==> src/rtl/modem_pkg.sv <==
// Shared modem definitions: mode encoding (common with the modulator), sample format
// and receive FSM states.
package modem_pkg;

    localparam int SAMPLE_W = 7;
    localparam int MIDSCALE = 64;

    typedef enum logic [1:0] {
        MODE_ASK   = 2'b00,
        MODE_FSK   = 2'b01,
        MODE_BPSK  = 2'b10,
        MODE_SLICE = 2'b11
    } mode_t;

    typedef enum logic {
        RX_IDLE = 1'b0,
        RX_RUN  = 1'b1
    } rx_state_t;

endpackage

==> src/rtl/modem_byte_asm.sv <==
// Packs recovered bits MSB-first into bytes and strobes byte_valid on every eighth bit.
module modem_byte_asm (
    input  logic       clk,
    input  logic       reset,
    input  logic       clear,
    input  logic       shift,
    input  logic       bit_in,
    output logic [7:0] byte_out,
    output logic       byte_valid
);

    logic [6:0] sreg;
    logic [2:0] bcnt;

    always_ff @(posedge clk) begin
        if (reset) begin
            sreg       <= '0;
            bcnt       <= '0;
            byte_out   <= '0;
            byte_valid <= 1'b0;
        end else begin
            byte_valid <= 1'b0;
            if (clear) begin
                sreg <= '0;
                bcnt <= '0;
            end else if (shift) begin
                sreg <= {sreg[5:0], bit_in};
                bcnt <= bcnt + 3'd1;
                if (bcnt == 3'd7) begin
                    byte_out   <= {sreg, bit_in};
                    byte_valid <= 1'b1;
                end
            end
        end
    end

endmodule

==> src/rtl/modem_rx_demod.sv <==
// Multimode receive demodulator (ASK / FSK / BPSK / majority slicer), one bit per symbol.
// Optional byte assembler compiled in with `define MODEM_RX_BYTE_EN.
module modem_rx_demod
    import modem_pkg::*;
#(
    parameter int SPS      = 16,
    parameter int CAR_PER  = 8,
    parameter int ASK_THR  = 256,
    parameter int FSK_XTHR = 6
) (
    input  logic                clk,
    input  logic                reset,
    input  logic [1:0]          sel,
    input  logic                en,
    input  logic [SAMPLE_W-1:0] sample_in,
    input  logic                sample_valid,
    output logic                bit_out,
    output logic                bit_valid,
    output logic [7:0]          byte_out,
    output logic                byte_valid,
    output logic                busy
);

    localparam int ACC_W = $clog2(64 * SPS) + 2;
    localparam int CNT_W = $clog2(SPS);
    localparam int XC_W  = $clog2(SPS) + 1;
    localparam int PH_W  = $clog2(CAR_PER);

    rx_state_t               state;
    mode_t                   sel_lat;
    logic signed [ACC_W-1:0] acc;
    logic [XC_W-1:0]         xc;
    logic [CNT_W-1:0]        scnt;
    logic                    prev_pos;

    logic signed [7:0]       d;
    logic signed [7:0]       abs_d;
    logic                    pos;
    logic                    ref_hi;
    logic                    leave;
    logic                    sym_end;
    logic signed [ACC_W-1:0] term;
    logic signed [ACC_W-1:0] acc_nxt;
    logic [XC_W-1:0]         xc_nxt;
    logic                    dec_bit;

    assign d       = signed'({1'b0, sample_in}) - signed'(8'(MIDSCALE));
    assign abs_d   = d[7] ? -d : d;
    assign pos     = (sample_in >= SAMPLE_W'(MIDSCALE));
    assign ref_hi  = (scnt[PH_W-1:0] < PH_W'(CAR_PER / 2));
    assign leave   = (state == RX_RUN) && (!en || (sel != sel_lat));
    assign sym_end = (state == RX_RUN) && !leave && sample_valid && (scnt == CNT_W'(SPS - 1));
    assign busy    = (state == RX_RUN);

    // NOTE: every always_comb output gets a default first so no path can infer a latch.
    always_comb begin
        term = '0;
        unique case (sel_lat)
            MODE_ASK:   term = ACC_W'(abs_d);
            MODE_FSK:   term = '0;
            MODE_BPSK:  term = ref_hi ? ACC_W'(d) : ACC_W'(-d);
            MODE_SLICE: term = pos ? ACC_W'(1) : '0;
        endcase
    end

    assign acc_nxt = acc + term;
    assign xc_nxt  = xc + XC_W'(pos != prev_pos);

    // The decision includes the sample being accepted, hence the *_nxt values.
    always_comb begin
        dec_bit = 1'b0;
        unique case (sel_lat)
            MODE_ASK:   dec_bit = (acc_nxt >= ACC_W'(ASK_THR));
            MODE_FSK:   dec_bit = (xc_nxt >= XC_W'(FSK_XTHR));
            MODE_BPSK:  dec_bit = acc_nxt[ACC_W-1];
            MODE_SLICE: dec_bit = (acc_nxt > ACC_W'(SPS / 2));
        endcase
    end

    // NOTE: sequential state uses non-blocking assignments only, so every flop sees pre-edge values.
    always_ff @(posedge clk) begin
        if (reset) begin
            state     <= RX_IDLE;
            sel_lat   <= MODE_ASK;
            acc       <= '0;
            xc        <= '0;
            scnt      <= '0;
            prev_pos  <= 1'b0;
            bit_out   <= 1'b0;
            bit_valid <= 1'b0;
        end else begin
            bit_valid <= 1'b0;
            unique case (state)
                RX_IDLE: begin
                    if (en) begin
                        state   <= RX_RUN;
                        sel_lat <= mode_t'(sel);
                        acc     <= '0;
                        xc      <= '0;
                        scnt    <= '0;
                    end
                end
                RX_RUN: begin
                    if (leave) begin
                        // Disable or mode change: the partial symbol is dropped.
                        state <= RX_IDLE;
                        acc   <= '0;
                        xc    <= '0;
                        scnt  <= '0;
                    end else if (sample_valid) begin
                        prev_pos <= pos;
                        if (sym_end) begin
                            bit_out   <= dec_bit;
                            bit_valid <= 1'b1;
                            acc       <= '0;
                            xc        <= '0;
                            scnt      <= '0;
                        end else begin
                            acc  <= acc_nxt;
                            xc   <= xc_nxt;
                            scnt <= scnt + CNT_W'(1);
                        end
                    end
                end
            endcase
        end
    end

`ifdef MODEM_RX_BYTE_EN
    modem_byte_asm u_byte_asm (
        .clk        (clk),
        .reset      (reset),
        .clear      (leave),
        .shift      (sym_end),
        .bit_in     (dec_bit),
        .byte_out   (byte_out),
        .byte_valid (byte_valid)
    );
`else
    assign byte_out   = 8'h00;
    assign byte_valid = 1'b0;
`endif

endmodule

==> config.mk <==
export PLATFORM = sky130hd
export DESIGN_NAME = modem_rx_demod
export DESIGN_NICKNAME = d
export VERILOG_FILES = /design/src/rtl/modem_pkg.sv /design/src/rtl/modem_byte_asm.sv /design/src/rtl/modem_rx_demod.sv
export SDC_FILE = /design/constraint.sdc
export NUM_CORES = 1
export LEC_CHECK = 0
export CORE_MARGIN = 2
export CORE_UTILIZATION = 28
export DETAILED_ROUTE_END_ITERATION = 7
export GPL_ROUTABILITY_DRIVEN = 0
export HOLD_SLACK_MARGIN = 0.05
export PLACE_DENSITY_LB_ADDON = 0.15
export SLEW_MARGIN = 0
export SYNTH_ARGS = -nofsm -noshare
export SYNTH_HDL_FRONTEND = slang
export SYNTH_SLANG_ARGS = --single-unit
==> constraint.sdc <==
create_clock -name clk -period 5.16 [get_ports clk]
set_clock_uncertainty 0.2 [all_clocks]
set_input_delay 1.032 -clock clk [delete_from_list [all_inputs] [get_ports clk]]
set_output_delay 1.032 -clock clk [all_outputs]
set_load 0.03 [all_outputs]
==> Word-level counts from Yosys, hierarchy flattened <==
Index checks and enable logic that the tools add are counted.
{ "op_classes": {"reduce_logical": 13, "magnitude_cmp": 5, "n_eq_ne": 8, "muxes": 24, "bitwise_logic": 3, "add_sub_neg": 6} }
{ "op_table": {"columns": ["operator", "n"], "rows": [
  ["12-bit two-way mux", 5],
  ["12-bit one-hot mux with 4 select lines", 1],
  ["12-bit one-hot mux with 2 select lines", 1],
  ["5-bit two-way mux", 4],
  ["4-bit two-way mux", 4],
  ["12-bit adder", 1],
  ["12-bit by 10-bit greater-or-equal comparator with 1-bit output, second input constant", 1],
  ["12-bit by 5-bit greater-than comparator with 1-bit output, second input constant", 1],
  ["8-bit negator with 12-bit output", 1],
  ["5-bit one-hot mux with 2 select lines", 1],
  ["8-bit two-way mux", 1],
  ["8-bit negator", 1],
  ["4-bit one-hot mux with 2 select lines", 1],
  ["7-bit by 7-bit subtractor with 8-bit output, second input constant", 1],
  ["7-bit greater-or-equal comparator, second input constant", 1],
  ["5-bit by 1-bit adder with 5-bit output", 1],
  ["5-bit by 3-bit greater-or-equal comparator with 1-bit output, second input constant", 1],
  ["4-bit by 1-bit adder with 4-bit output, second input constant", 1],
  ["2-bit equality test, second input constant", 2],
  ["4-bit equality test, second input constant", 1],
  ["1-bit logical AND", 4],
  ["1-bit two-way mux", 4],
  ["1-bit one-hot mux with 4 select lines", 1],
  ["2-bit AND reduction", 2],
  ["other kinds (14)", 17]
]} }
{ "word_totals": {"ff_bits": 27, "output_inout_bits": 12} }

==> Depth between registers and ports, before layout <==
{ "depth": {"word_depth": 11, "ltp_mapped": 16, "ltp_nobuf": 16} }

==> Worst setup path before layout <==
OpenSTA, ideal clock, no wires.
{ "synth_timing": {"path_kind": "input-to-reg", "start": "in sample_in[2]", "end": "reg bit_out", "arrival_time_ps": 3869, "path_stages": 13, "slack_ps": 968, "setup_ps": 124, "t_required_ps": 4836, "cell_sequence": "nor4_2 and2_1 nand2_1 ha_1 xnor2_1 ha_1 ha_1 or4b_1 o211ai_1 o31ai_1 or3_1 a32oi_1 a211oi_1"} }
{ "synth_via": {"elab_chain_cells": 7} }
{ "synth_rtl": {"columns": ["item", "line_no", "text"], "rows": [
  ["start: declaration", "modem_rx_demod.sv:15", "input logic [SAMPLE_W-1:0] sample_in,"],
  ["7-bit by 7-bit subtractor with 8-bit output", "modem_rx_demod.sv:47", "assign d = signed'({1'b0, sample_in}) - signed'(8'(MIDSCALE));"],
  ["8-bit negator with 12-bit output / 8-bit negator (equally long branches)", "modem_rx_demod.sv:61, modem_rx_demod.sv:48", null],
  ["12-bit two-way mux / 8-bit two-way mux (equally long branches)", "modem_rx_demod.sv:61, modem_rx_demod.sv:48", null],
  ["12-bit one-hot mux with 4 select lines", "modem_rx_demod.sv:58", "unique case (sel_lat)"],
  ["12-bit adder", "modem_rx_demod.sv:66", "assign acc_nxt = acc + term;"],
  ["12-bit by 5-bit greater-than comparator with 1-bit output / 12-bit by 10-bit greater-or-equal comparator with 1-bit output (equally long branches)", "modem_rx_demod.sv:76, modem_rx_demod.sv:73", null],
  ["1-bit one-hot mux with 4 select lines *", "modem_rx_demod.sv:72", "unique case (sel_lat)"],
  ["end signal: assignment", "modem_rx_demod.sv:113", "bit_out <= dec_bit;"],
  ["end: declaration", "modem_rx_demod.sv:17", "output logic bit_out,"]
]} }
Mark *: on every way between the ends. The rest lies on a longest branch, timed or not.
A chain may end at the register's enable or synchronous reset.

==> Final worst setup path <==
{ "layout_timing": {"start": "in sample_in[3]", "end": "reg bit_out"} }
Same word-level chain as after synthesis.

==> summary.md <==
| Metric | Value |
|---|---|
| CP top delay family | `simple AND/OR/NAND/NOR gates` |
| Slowest CP cell | `or4b_1` |
| Post-CTS Hold Fix Bufs | `0` |
| CTS tree | `yes` |
| Status | `finished, final reports clean` |
| Crit-path cells | `clkdlybuf4s50_1 -> nor4_2 -> and2_1 -> nand2_1 -> ha_1 -> xnor2_1 -> ha_1 -> ha_1 -> or4b_1 -> o211ai_1 -> o31ai_1 -> or3_1 -> a32oi_1 -> a211oi_1` |
| Clock Latency Late Sink | `approximately 280 ps` |
| Util after Layout | `between 30% and 40%` |
| Core Region | `~7800 um^2` |
| # diodes | `0` |
| Routed WL per cell | `between 10 and 15 um` |
| Finished Cell Area | `roughly 2500 um^2` |
| IO Pins | `25` |
| Area grow syn2layout | `10.45%` |
| Number of synthesized flops with an enable pin | `0` |
| Initial DRC count | `roughly 80` |
| HP Class | `reg -> reg` |
| Synth unique cells | `64` |
| Crit end category | `flop` |
| Die area | `around 8900 um^2` |
| Share of the synthesized area in the top cell type | `23.65%` |
| Die width | `roughly 94 um` |
| # resized after CTS | `0` |
| Nets@finish | `330` |
| Syn Area/Cell | `about 8 um^2` |
| Grt peak-use layer | `met2` |
| Largest net degree at the start of global routing | `18` |
| Critical Path Start Type | `primary input` |
| Setup repair bufs after CTS | `0` |
| Crit path top cell by count | `ha_1` |
| Ys async rst share | `0%` |
| Static Leak | `slightly below 1 nW` |
| Peak VDD IR | `approximately 0.076 mV` |
| Placed Instances | `395` |
| Max clock buf depth | `2` |
| WL final | `roughly 5.5 mm` |
| Worst setup path category | `in -> reg` |
| Slowest cell delay on critical path | `520 ps` |
| Input/output buffers | `15` |
| Placed instance area | `between 2000 and 2500 um^2` |
| Power per Cell Area | `roughly 190 nW/um^2` |
| Commonest non-fill, non-tap cell in the layout | `nor2_1` |
| Met2 usage | `22.02%` |
| GR Layer Usage met3 | `2.155%` |
| Detail Route Antenna Nets | `0` |
| Post-Syn Area | `about 2300 um^2` |
| Cells after synthesis | `286` |
| Highest Clock Rate | `approximately 210 MHz` |
| Post-synth top flop | `dfxtp_1` |
| Finished Layout Cells | `399` |
| Flops & latches, synth | `27` |
| Tmin final | `approximately 4800 ps` |
| Clk root buf | `clkbuf_8` |
| YS warnings | `0` |
| Total negative slack | `0 ps` |
| Top cells by area, synth | `dfxtp_1, ha_1, nor2_1` |
| Initial core utilization | `~29%` |
| Most frequent cells in the layout | `nor2_1, dfxtp_1, a21oi_1, nand2_1, ha_1` |
| Num rows | `32` |
| Max capacitance violation total | `0` |
| 1st-pass router iterations | `4` |
| Global-route wire length before repair | `around 9.4 mm` |
| CP Max Fanout | `5` |
| WP data required | `about 5100 ps` |
| Final period utilization | `between 90% and 100%` |
| Met1 Use GR | `17.71%` |
| Setup Viol. Count Final | `0` |
| DRC Markers | `0` |
| Vias per cell | `between 4 and 5` |
| WP data arrival | `around 4700 ps` |
| Yosys top cell by area | `dfxtp_1` |
| WP buf/inv | `1` |
| CTS clk-pin slew, worst paths | `about 100 ps` |
| Sequential fraction of the synthesis area | `a little under a quarter` |
| Remaining Overflow, GRT | `0` |
| CTS buffer count | `3` |
| Total power | `between 0.4 and 0.5 mW` |
| RSZ-0062 raised after global routing | `false` |
| Routed via count | `1973` |
| GRT Overall Usage | `a little over an eighth` |
| H-tree levels | `1` |
| Slew Limit Fails | `0` |
| Share of layout cells above drive strength 1 | `under 10%` |
| Max_slew headroom | `40.12%` |
| Die Span Y | `between 90 and 100 um` |
| Final hold violation count | `0` |
| CTS sink count | `27` |
| Least-Margin Pin Slew | `about 900 ps` |
| Hpwl dp | `4.290 mm` |
| Vias in the first global route | `between 1500 and 2000` |
| Antenna violations before repair | `0` |
cell usage after synthesis, types with 3 or more instances:
cell type / number
o21a_1: 4
nor3_1: 5
ha_1: 18
o211ai_1: 4
nand3_1: 4
a32oi_1: 3
xnor2_1: 12
mux2i_1: 6
nor2_1: 50
buf_2: 4
a22oi_1: 4
a21oi_1: 23
a211oi_1: 4
dfxtp_1: 27
nor2b_1: 4
or3_1: 3
o21ai_0: 5
xor2_1: 6
nand2_1: 19
buf_4: 9
a21o_2: 3
inv_1: 11
nand4_1: 5
clkbuf_1: 3
worst paths after layout:
| check | startpoint | end | slack [ps] | depth (start not counted) |
|---|---|---|---|---|
| worst max-delay path | sample_in[3] | bit_out | 380 | 14 |
| worst max register to register | sel_lat[1] | bit_out | 1370 | 14 |
| worst min register to register | acc[4] | acc[4] | 270 | 2 |
| worst min-delay path | acc[4] | acc[4] | 270 | 2 |
sequential cells by signal (all words and copies together) (netlist names):
| signal | count |
|---|---|
| acc | 12 |
| bit_out | 1 |
| bit_valid | 1 |
| busy | 1 |
| prev_pos | 1 |
| scnt | 4 |
| sel_lat | 2 |
| xc | 5 |
worst register-to-register path: cells and delay by family, from the launching register on:
family,cells,cell delay [ps]
simple gates,3,680
mux,1,160
fa+ha+maj,1,360
flops,1,520
buf+inv,2,370
xor+xnor,1,140
compound gates,6,1220
per-stage QoR:
stage / hold WS, ps / setup slack [ps]
after detailed placement: 254.7 / 97.98
after CTS: 271.8 / 376.2
after floorplan: 240.6 / 967.8
after global placement: 245.4 / 97.73
after global routing: 303.5 / 99.72
final: 267.2 / 379.3
logic make-up after synthesis:
| group | Yosys count | synth area share, % |
|---|---|---|
| compound gates | 75 | 24.08 |
| xor+xnor | 19 | 7.608 |
| fa+ha+maj | 19 | 10.73 |
| buf+inv | 30 | 7.827 |
| flops | 27 | 23.65 |
| mux | 6 | 2.627 |
| other cells | 1 | 0.1640 |
| simple gates | 109 | 23.32 |
per-layer routing:
| metal | share of wire, % | vias to the layer above |
|---|---|---|
| met5 | 0 | - |
| met4 | 1.3 | 0 |
| met3 | 3.0 | 8 |
| met2 | 45 | 29 |
| met1 | 51 | 901 |
| li1 | - | 1035 |
layout make-up:
type | instances | area (um^2)
tap | 102 | 127.6
clock buffer | 3 | 41.29
inverter | 11 | 41.29
timing repair buffer | 18 | 172.7
clock inverter | 1 | 5.005
fill | 841 | 5283
sequential | 27 | 540.5
multi-input combinational | 237 | 1597
report_power, final:
group | total (mW) | switching (mW) | internal [mW]
Sequential | 0.219 | 0.00617 | 0.213
Combinational | 0.138 | 0.0836 | 0.0546
Clock | 0.128 | 0.0738 | 0.0544
(Power assumes the default switching activity.)
